[config.mk]
export PLATFORM = sky130hd
export DESIGN_NAME = fp_mult_seq_flat
export DESIGN_NICKNAME = d
export VERILOG_FILES = /design/src/rtl/fp_mult_pkg.sv /design/src/rtl/fp_mult_if.sv /design/src/rtl/fp_classify.sv /design/src/rtl/fp_mult_seq.sv /design/src/flat_wrapper.sv
export SDC_FILE = /design/constraint.sdc
export NUM_CORES = 1
export LEC_CHECK = 0
export ABC_AREA = 0
export CAP_MARGIN = 5
export CORE_MARGIN = 2
export CORE_UTILIZATION = 25
export DETAILED_ROUTE_END_ITERATION = 8
export GPL_TIMING_DRIVEN = 0
export PLACE_DENSITY = 0.48
export SLEW_MARGIN = 20
export SYNTH_ARGS = -nofsm -noshare
export SYNTH_HDL_FRONTEND = slang
export SYNTH_HIERARCHICAL = 1
export SYNTH_SLANG_ARGS = --single-unit
[constraint.sdc]
create_clock -name clk -period 4.35 [get_ports clk]
set_input_delay 0.6525 -clock clk [delete_from_list [all_inputs] [get_ports clk]]
set_output_delay 0.6525 -clock clk [all_outputs]
set_load 0.005 [all_outputs]
[src/rtl/fp_mult_pkg.sv]
// Shared types and constant helpers for the sequential floating-point multiplier.
package fp_mult_pkg;

    typedef enum logic [1:0] {IDLE, MUL, NORM, DONE} state_t;
    typedef enum logic [1:0] {FP_ZERO, FP_NORM, FP_INF, FP_NAN} fp_class_t;

    function automatic int fp_bias(input int exp_w);
        return (1 << (exp_w - 1)) - 1;
    endfunction

    // Quiet NaN: sign 0, exponent all ones, fraction MSB set.
    function automatic logic [63:0] fp_qnan_bits(input int exp_w, input int man_w);
        logic [63:0] r;
        r = ((64'd1 << exp_w) - 64'd1) << man_w;
        r = r | (64'd1 << (man_w - 1));
        return r;
    endfunction

    // Infinity magnitude (no sign bit): exponent all ones, fraction zero.
    function automatic logic [63:0] fp_inf_bits(input int exp_w, input int man_w);
        return ((64'd1 << exp_w) - 64'd1) << man_w;
    endfunction

endpackage

[src/rtl/fp_mult_if.sv]
// Operand/result bus of the multiplier.
// A transfer happens on a rising edge where valid and ready are both high; valid
// never waits on ready, and the producer holds its payload until the transfer.
interface fp_mult_if #(
    parameter int EXP_W = 8,
    parameter int MAN_W = 23
);
    localparam int W = 1 + EXP_W + MAN_W;

    logic         in_valid;
    logic         in_ready;
    logic [W-1:0] X;
    logic [W-1:0] Y;
    logic         out_valid;
    logic         out_ready;
    logic [W-1:0] result;
    logic         inf;
    logic         nan;
    logic         zero;
    logic         overflow;
    logic         underflow;

    modport slave (
        input  in_valid, X, Y, out_ready,
        output in_ready, out_valid, result, inf, nan, zero, overflow, underflow
    );

    modport master (
        output in_valid, X, Y, out_ready,
        input  in_ready, out_valid, result, inf, nan, zero, overflow, underflow
    );
endinterface

[src/rtl/fp_classify.sv]
// Per-operand classifier: zero (subnormals flushed), normal, infinity or NaN.
module fp_classify
    import fp_mult_pkg::*;
#(
    parameter int EXP_W = 8,
    parameter int MAN_W = 23
) (
    input  logic [EXP_W-1:0] exp_i,
    input  logic [MAN_W-1:0] frac_i,
    output fp_class_t        cls_o
);
    always_comb begin
        cls_o = FP_NORM;
        if (exp_i == '0) begin
            cls_o = FP_ZERO;
        end else if (&exp_i) begin
            cls_o = (frac_i == '0) ? FP_INF : FP_NAN;
        end
    end
endmodule

[src/rtl/fp_mult_seq.sv]
// Sequential shift-add floating-point multiplier with valid/ready handshake.
// Optional build macro ROUND_NEAREST_EN selects round-to-nearest-even; default truncates.
module fp_mult_seq
    import fp_mult_pkg::*;
#(
    parameter int EXP_W = 8,
    parameter int MAN_W = 23
) (
    input  logic      clk,
    input  logic      reset_n,
    fp_mult_if.slave  bus,
    output state_t    state_dbg
);
    localparam int W   = 1 + EXP_W + MAN_W;
    localparam int SW  = MAN_W + 1;
    localparam int PW  = 2 * SW;
    localparam int CW  = $clog2(SW + 1);
    localparam int EW2 = EXP_W + 2;

    localparam logic [W-1:0]   QNAN    = W'(fp_qnan_bits(EXP_W, MAN_W));
    localparam logic [W-2:0]   INF_MAG = (W-1)'(fp_inf_bits(EXP_W, MAN_W));
    localparam logic [EW2-1:0] BIAS_E  = EW2'(fp_bias(EXP_W));
    localparam logic [EW2-1:0] EXP_MAX = EW2'((1 << EXP_W) - 1);
`ifdef ROUND_NEAREST_EN
    localparam bit RND_EN = 1'b1;
`else
    localparam bit RND_EN = 1'b0;
`endif

    state_t           state_q, state_d;
    logic             sign_q, sign_d;
    logic [EXP_W-1:0] ex_q, ex_d, ey_q, ey_d;
    logic [PW-1:0]    acc_q, acc_d, mcand_q, mcand_d;
    logic [SW-1:0]    mplier_q, mplier_d;
    logic [CW-1:0]    cnt_q, cnt_d;
    logic [W-1:0]     result_q, result_d;
    logic             out_valid_q, out_valid_d;
    logic             inf_q, inf_d, nan_q, nan_d, zero_q, zero_d;
    logic             ovf_q, ovf_d, unf_q, unf_d;

    fp_class_t cls_x, cls_y;

    fp_classify #(.EXP_W(EXP_W), .MAN_W(MAN_W)) u_cls_x (
        .exp_i (bus.X[W-2:MAN_W]),
        .frac_i(bus.X[MAN_W-1:0]),
        .cls_o (cls_x)
    );

    fp_classify #(.EXP_W(EXP_W), .MAN_W(MAN_W)) u_cls_y (
        .exp_i (bus.Y[W-2:MAN_W]),
        .frac_i(bus.Y[MAN_W-1:0]),
        .cls_o (cls_y)
    );

    // Normalisation view of the finished product: drop the leading one, keep the rest.
    logic             prod_msb, guard, sticky, round_up;
    logic [PW-2:0]    norm_low;
    logic [MAN_W-1:0] frac_t;
    logic [MAN_W:0]   frac_r;
    logic [EW2-1:0]   e_calc;

    always_comb begin
        prod_msb = acc_q[PW-1];
        norm_low = prod_msb ? acc_q[PW-2:0] : {acc_q[PW-3:0], 1'b0};
        frac_t   = norm_low[PW-2 -: MAN_W];
        guard    = norm_low[MAN_W];
        sticky   = |norm_low[MAN_W-1:0];
        round_up = RND_EN & guard & (sticky | frac_t[0]);
        frac_r   = {1'b0, frac_t} + (MAN_W+1)'(round_up);
        // A carry out of the rounded fraction means 1.11..1 became 10.00..0.
        e_calc   = EW2'(ex_q) + EW2'(ey_q) - BIAS_E + EW2'(prod_msb) + EW2'(frac_r[MAN_W]);
    end

    always_comb begin
        state_d     = state_q;
        sign_d      = sign_q;
        ex_d        = ex_q;
        ey_d        = ey_q;
        acc_d       = acc_q;
        mcand_d     = mcand_q;
        mplier_d    = mplier_q;
        cnt_d       = cnt_q;
        result_d    = result_q;
        out_valid_d = out_valid_q;
        inf_d       = inf_q;
        nan_d       = nan_q;
        zero_d      = zero_q;
        ovf_d       = ovf_q;
        unf_d       = unf_q;

        unique case (state_q)
            IDLE: begin
                if (bus.in_valid) begin
                    sign_d = bus.X[W-1] ^ bus.Y[W-1];
                    ex_d   = bus.X[W-2:MAN_W];
                    ey_d   = bus.Y[W-2:MAN_W];
                    inf_d  = 1'b0;
                    nan_d  = 1'b0;
                    zero_d = 1'b0;
                    ovf_d  = 1'b0;
                    unf_d  = 1'b0;
                    if (cls_x == FP_NAN || cls_y == FP_NAN ||
                        (cls_x == FP_ZERO && cls_y == FP_INF) ||
                        (cls_x == FP_INF && cls_y == FP_ZERO)) begin
                        result_d    = QNAN;
                        nan_d       = 1'b1;
                        out_valid_d = 1'b1;
                        state_d     = DONE;
                    end else if (cls_x == FP_ZERO || cls_y == FP_ZERO) begin
                        result_d    = {sign_d, {(W-1){1'b0}}};
                        zero_d      = 1'b1;
                        out_valid_d = 1'b1;
                        state_d     = DONE;
                    end else if (cls_x == FP_INF || cls_y == FP_INF) begin
                        result_d    = {sign_d, INF_MAG};
                        inf_d       = 1'b1;
                        out_valid_d = 1'b1;
                        state_d     = DONE;
                    end else begin
                        acc_d    = '0;
                        mcand_d  = PW'({1'b1, bus.X[MAN_W-1:0]});
                        mplier_d = {1'b1, bus.Y[MAN_W-1:0]};
                        cnt_d    = '0;
                        state_d  = MUL;
                    end
                end
            end
            MUL: begin
                // The multiplicand register is pre-shifted, so it always holds sigX << cnt.
                if (mplier_q[0]) acc_d = acc_q + mcand_q;
                mcand_d  = mcand_q << 1;
                mplier_d = mplier_q >> 1;
                cnt_d    = cnt_q + CW'(1);
                if (cnt_q == CW'(SW - 1)) state_d = NORM;
            end
            NORM: begin
                if (e_calc[EW2-1] || e_calc == '0) begin
                    result_d = {sign_q, {(W-1){1'b0}}};
                    unf_d    = 1'b1;
                end else if (e_calc >= EXP_MAX) begin
                    result_d = {sign_q, INF_MAG};
                    ovf_d    = 1'b1;
                end else begin
                    result_d = {sign_q, e_calc[EXP_W-1:0], frac_r[MAN_W-1:0]};
                end
                out_valid_d = 1'b1;
                state_d     = DONE;
            end
            DONE: begin
                if (bus.out_ready) begin
                    out_valid_d = 1'b0;
                    state_d     = IDLE;
                end
            end
            default: state_d = IDLE;
        endcase
    end

    always_ff @(posedge clk) begin
        if (!reset_n) begin
            state_q     <= IDLE;
            sign_q      <= 1'b0;
            ex_q        <= '0;
            ey_q        <= '0;
            acc_q       <= '0;
            mcand_q     <= '0;
            mplier_q    <= '0;
            cnt_q       <= '0;
            result_q    <= '0;
            out_valid_q <= 1'b0;
            inf_q       <= 1'b0;
            nan_q       <= 1'b0;
            zero_q      <= 1'b0;
            ovf_q       <= 1'b0;
            unf_q       <= 1'b0;
        end else begin
            state_q     <= state_d;
            sign_q      <= sign_d;
            ex_q        <= ex_d;
            ey_q        <= ey_d;
            acc_q       <= acc_d;
            mcand_q     <= mcand_d;
            mplier_q    <= mplier_d;
            cnt_q       <= cnt_d;
            result_q    <= result_d;
            out_valid_q <= out_valid_d;
            inf_q       <= inf_d;
            nan_q       <= nan_d;
            zero_q      <= zero_d;
            ovf_q       <= ovf_d;
            unf_q       <= unf_d;
        end
    end

    assign bus.in_ready  = (state_q == IDLE);
    assign bus.out_valid = out_valid_q;
    assign bus.result    = result_q;
    assign bus.inf       = inf_q;
    assign bus.nan       = nan_q;
    assign bus.zero      = zero_q;
    assign bus.overflow  = ovf_q;
    assign bus.underflow = unf_q;
    assign state_dbg     = state_q;
endmodule

[src/flat_wrapper.sv]
// flat-port wrapper written by rule: the top's interface ports become plain ports
module fp_mult_seq_flat import fp_mult_pkg::*;
#(
    parameter int EXP_W = 8,
    parameter int MAN_W = 23
)
  (clk, reset_n, state_dbg, bus_in_valid, bus_X, bus_Y, bus_out_ready, bus_in_ready, bus_out_valid, bus_result, bus_inf, bus_nan, bus_zero, bus_overflow, bus_underflow);
  fp_mult_if #(.EXP_W(EXP_W), .MAN_W(MAN_W)) bus_i ();
  input  logic clk;
  input  logic reset_n;
  output state_t state_dbg;
  input wire logic [$bits(bus_i.in_valid)-1:0] bus_in_valid;
  input wire logic [$bits(bus_i.X)-1:0] bus_X;
  input wire logic [$bits(bus_i.Y)-1:0] bus_Y;
  input wire logic [$bits(bus_i.out_ready)-1:0] bus_out_ready;
  output wire logic [$bits(bus_i.in_ready)-1:0] bus_in_ready;
  output wire logic [$bits(bus_i.out_valid)-1:0] bus_out_valid;
  output wire logic [$bits(bus_i.result)-1:0] bus_result;
  output wire logic [$bits(bus_i.inf)-1:0] bus_inf;
  output wire logic [$bits(bus_i.nan)-1:0] bus_nan;
  output wire logic [$bits(bus_i.zero)-1:0] bus_zero;
  output wire logic [$bits(bus_i.overflow)-1:0] bus_overflow;
  output wire logic [$bits(bus_i.underflow)-1:0] bus_underflow;
  assign bus_i.in_valid = bus_in_valid;
  assign bus_i.X = bus_X;
  assign bus_i.Y = bus_Y;
  assign bus_i.out_ready = bus_out_ready;
  assign bus_in_ready = bus_i.in_ready;
  assign bus_out_valid = bus_i.out_valid;
  assign bus_result = bus_i.result;
  assign bus_inf = bus_i.inf;
  assign bus_nan = bus_i.nan;
  assign bus_zero = bus_i.zero;
  assign bus_overflow = bus_i.overflow;
  assign bus_underflow = bus_i.underflow;
  fp_mult_seq #(.EXP_W(EXP_W), .MAN_W(MAN_W)) u_core (.clk(clk), .reset_n(reset_n), .bus(bus_i), .state_dbg(state_dbg));
endmodule
==> impl_metrics.csv <==
group,metric,value,unit
status,status,"completed",
clock_network,post_cts_buffers,0,
timing,max_slew_margin,46.87,%
synthesis,synthTopCellsByArea,"dfxtp_1 34%, ha_1 8.0%, nand2_1 7.1%, mux2i_1 6.4%, o211a_1 4.7%",
synthesis,async_flop_share,0,%
timing,hold_viol_final,0,
drt,drtIter0Drc,526,
global_route,grt_pass1_wl,50990,µm
critical_path,cp.required,4730,ps
clock_network,clock_latency,450,ps
synthesis,ys.flop_type,"dfxtp_1",
place,io_buffers,108,
place,place_hpwl,25110,µm
drt,detail-route-antenna-nets,0,
clock_network,cts-root-buf,"clkbuf_16",
synthesis,synth_common_cells,"203 x nand2_1, 182 x dfxtp_1, 70 x clkbuf_1",
power_and_ir_drop,p_total,6.173,mW
synthesis,synth_area,10750,µm²
global_route,grt_use_total,14.49,%
layout,num_antenna_cells,0,
synthesis,synth_warnings,6,
floorplan,core,42230,µm²
drt,drc,0,
place,dp_cells,1916,
power_and_ir_drop,ir_worst_vdd,0.2540,mV
synthesis,synth-edff-count,0,
job,maxCapViolations,0,
floorplan,start_util,25.46,%
drt,wl_per_cell,16.42,µm
drt,route.vias.total,9466,
global_route,grtUsageMet3,2.388,%
layout,drive_gt1_share,4.901,%
global_route,grt.busiest_layer,"met2",
power_and_ir_drop,power.density,471.4,nW/µm²
power_and_ir_drop,p_leak,5.376,nW
floorplan,die-area,44680,µm²
clock_network,cts-htree-levels,4,
global_route,grt_max_degree,19,
synthesis,yosysSeqAreaShare,33.89,%
synthesis,yosysMostFrequentCell,"nand2_1",
timing,rsz0062_at_grt,"no",
global_route,grt_use_met1,19.80,%
clock_network,clock-sinks,182,
global_route,grt_pass1_vias,9231,
timing,worst_slew_pin_slew,797.0,ps
timing,setup_violations,0,
timing,tns,0,ps
global_route,grt_use_met2,23.87,%
clock_network,cts_buffer_depth,2,
critical_path,arrival,4420,ps
layout,nets,1534,
hold_path,hold_class,"register to register",
floorplan,die-width,211.4,µm
clock_network,cts_tree,"built",
global_route,antenna_found_initial,0,
clock_network,cts_made_buffers,17,
drt,wirelength,31980,µm
timing,maxSlewViolCount,0,
place,place_worst_setup_slack,-267.0,ps
critical_path,endpoint_kind,"register",
synthesis,synth_top_area_share,33.89,%
synthesis,ys_ff_latch,182,
place,gp_routability_congestion,0.8323,
drt,routed_via_density,4.862,
timing,fin_crit,4035,ps
critical_path,cp-start-kind,"register",
clock_network,clk_pin_slew,80,ps
critical_path,worst-setup-path-type,"register to register",
floorplan,die_y,211.4,µm
timing,fin_hold_ws,445.7,ps
floorplan,num_io_pins,109,
synthesis,syn_inst,1269,
layout,syn_to_final_growth,21.80,%
timing,max_freq,247.8,MHz
timing,fin_ws,315.1,ps
synthesis,synth_nets,1408,
synthesis,synth_cell_types,72,
timing,post-route-period-util,92.76,%
timing,fin_worst_skew,16.79,ps
layout,fin_cells,1947,
floorplan,rows,75,
synthesis,avgSynthCellArea,8.472,µm²
critical_path,cp_max_fo,10,
drt,dr.pass1.iters,5,
synthesis,yosys.area.top_type,"dfxtp_1",
global_route,grt_remaining_overflow,0,
-- power by group --
part	internal, mW	switching [mW]	leakage (nW)
registers	1.96	0.222	1.48
logic	0.932	1.48	3.61
clock network	0.815	0.765	0.284
total	3.71	2.46	5.38
-- through the flow --
stage,area [µm²],util [%]
detailed placement,12510,29.62
global route,13100,31.01
floorplan,10750,-
finish,13100,31.01
CTS,13100,31.01
global placement,12510,29.62
-- cell type report --
cell class	instances	area, µm²
plain buffers	76	294.0
clock buffers	17	425.4
clock inverters	15	163.9
fillers	4564	29130
inverters	25	93.84
multi-input cells	985	6719
flip-flops and latches	182	3643
well taps	539	674.4
repair buffers	108	1081
-- worst max-delay path: stages, from the launching register on --
cell	delay [ps]
dfxtp_1	640
inv_1	170
ha_1	310
inv_1	60
ha_1	150
inv_1	60
fa_1	390
nor2b_1	170
o21ai_2	90
a21boi_2	180
o31a_1	240
o31ai_1	100
o2bb2ai_1	120
o21a_1	210
nor3b_2	280
nand4_1	340
buf_2	300
o21ai_1	140
-- per-layer routing --
metal	wire length (µm)	up-vias	part of all wire [%]
met1	16140	4486	50
met4	318	0	0.99
met2	14650	116	46
li1	-	4844	-
met3	870	20	2.7
met5	0	-	0
-- final timing paths --
check | startpoint | end | slack (ps) | depth (start not counted)
max | u_core/acc_q[47] | u_core/bus.result[11] | 320 | 17
min | u_core/bus.result[10] | u_core/bus.result[10] | 450 | 2
max reg2reg | u_core/acc_q[47] | u_core/bus.result[11] | 320 | 17
min reg2reg | u_core/bus.result[10] | u_core/bus.result[10] | 450 | 2
-- cell families (layout without fill, tap and decap cells) --
kind of cell | Yosys count | count (layout) | share of synthesized area [%]
muxes | 69 | 69 | 6.424
and+or+nand+nor | 417 | 417 | 18.08
xor gates and xnor gates | 50 | 50 | 4.073
AOI/OAI and AO/OA | 378 | 378 | 25.51
adders and majority gates | 71 | 71 | 8.402
DFF | 182 | 182 | 33.89
buffers and inverters | 102 | 241 | 3.619
-- what timing repair did --
| action | CTS | global route |
|---|---|---|
| resized for setup | 0 | 4 |
| endpoints found under the setup margin | 0 | 47 |
| hold buffers | 0 | 0 |
-- layout by cell type, fill, tap and decap left out, types with 17 or more instances in the layout --
master           synthesis  layout
clkbuf_16                0      17
nand3_1                 36      36
mux2i_1                 69      69
o21ai_1                 31      31
a21o_1                  38      38
inv_1                   25      25
xnor2_1                 25      25
dfxtp_1                182     182
o211a_1                 51      51
clkdlybuf4s50_1          0     108
nor2b_1                 31      31
clkbuf_1                70      67
o21ai_0                 50      50
xor2_1                  25      25
a22oi_1                 26      26
a21boi_0                44      44
ha_1                    69      69
nand4_1                 21      21
nand2_1                203     203
nor2_1                  63      63
a21oi_1                 51      51
-- sequential cells by signal, indices dropped and copies added (netlist names) --
name and flops:
u_core/bus.overflow 1, u_core/bus.zero 1, u_core/bus.out_valid 1, u_core/ex_q 8, u_core/bus.result 32, u_core/bus.underflow 1, u_core/mplier_q 24, u_core/ey_q 8
u_core/bus.nan 1, u_core/bus.inf 1, u_core/acc_q 48, u_core/cnt_q 5, u_core/state_dbg 2, u_core/mcand_q 48, u_core/sign_q 1
Power figures use the tool's default switching activity.
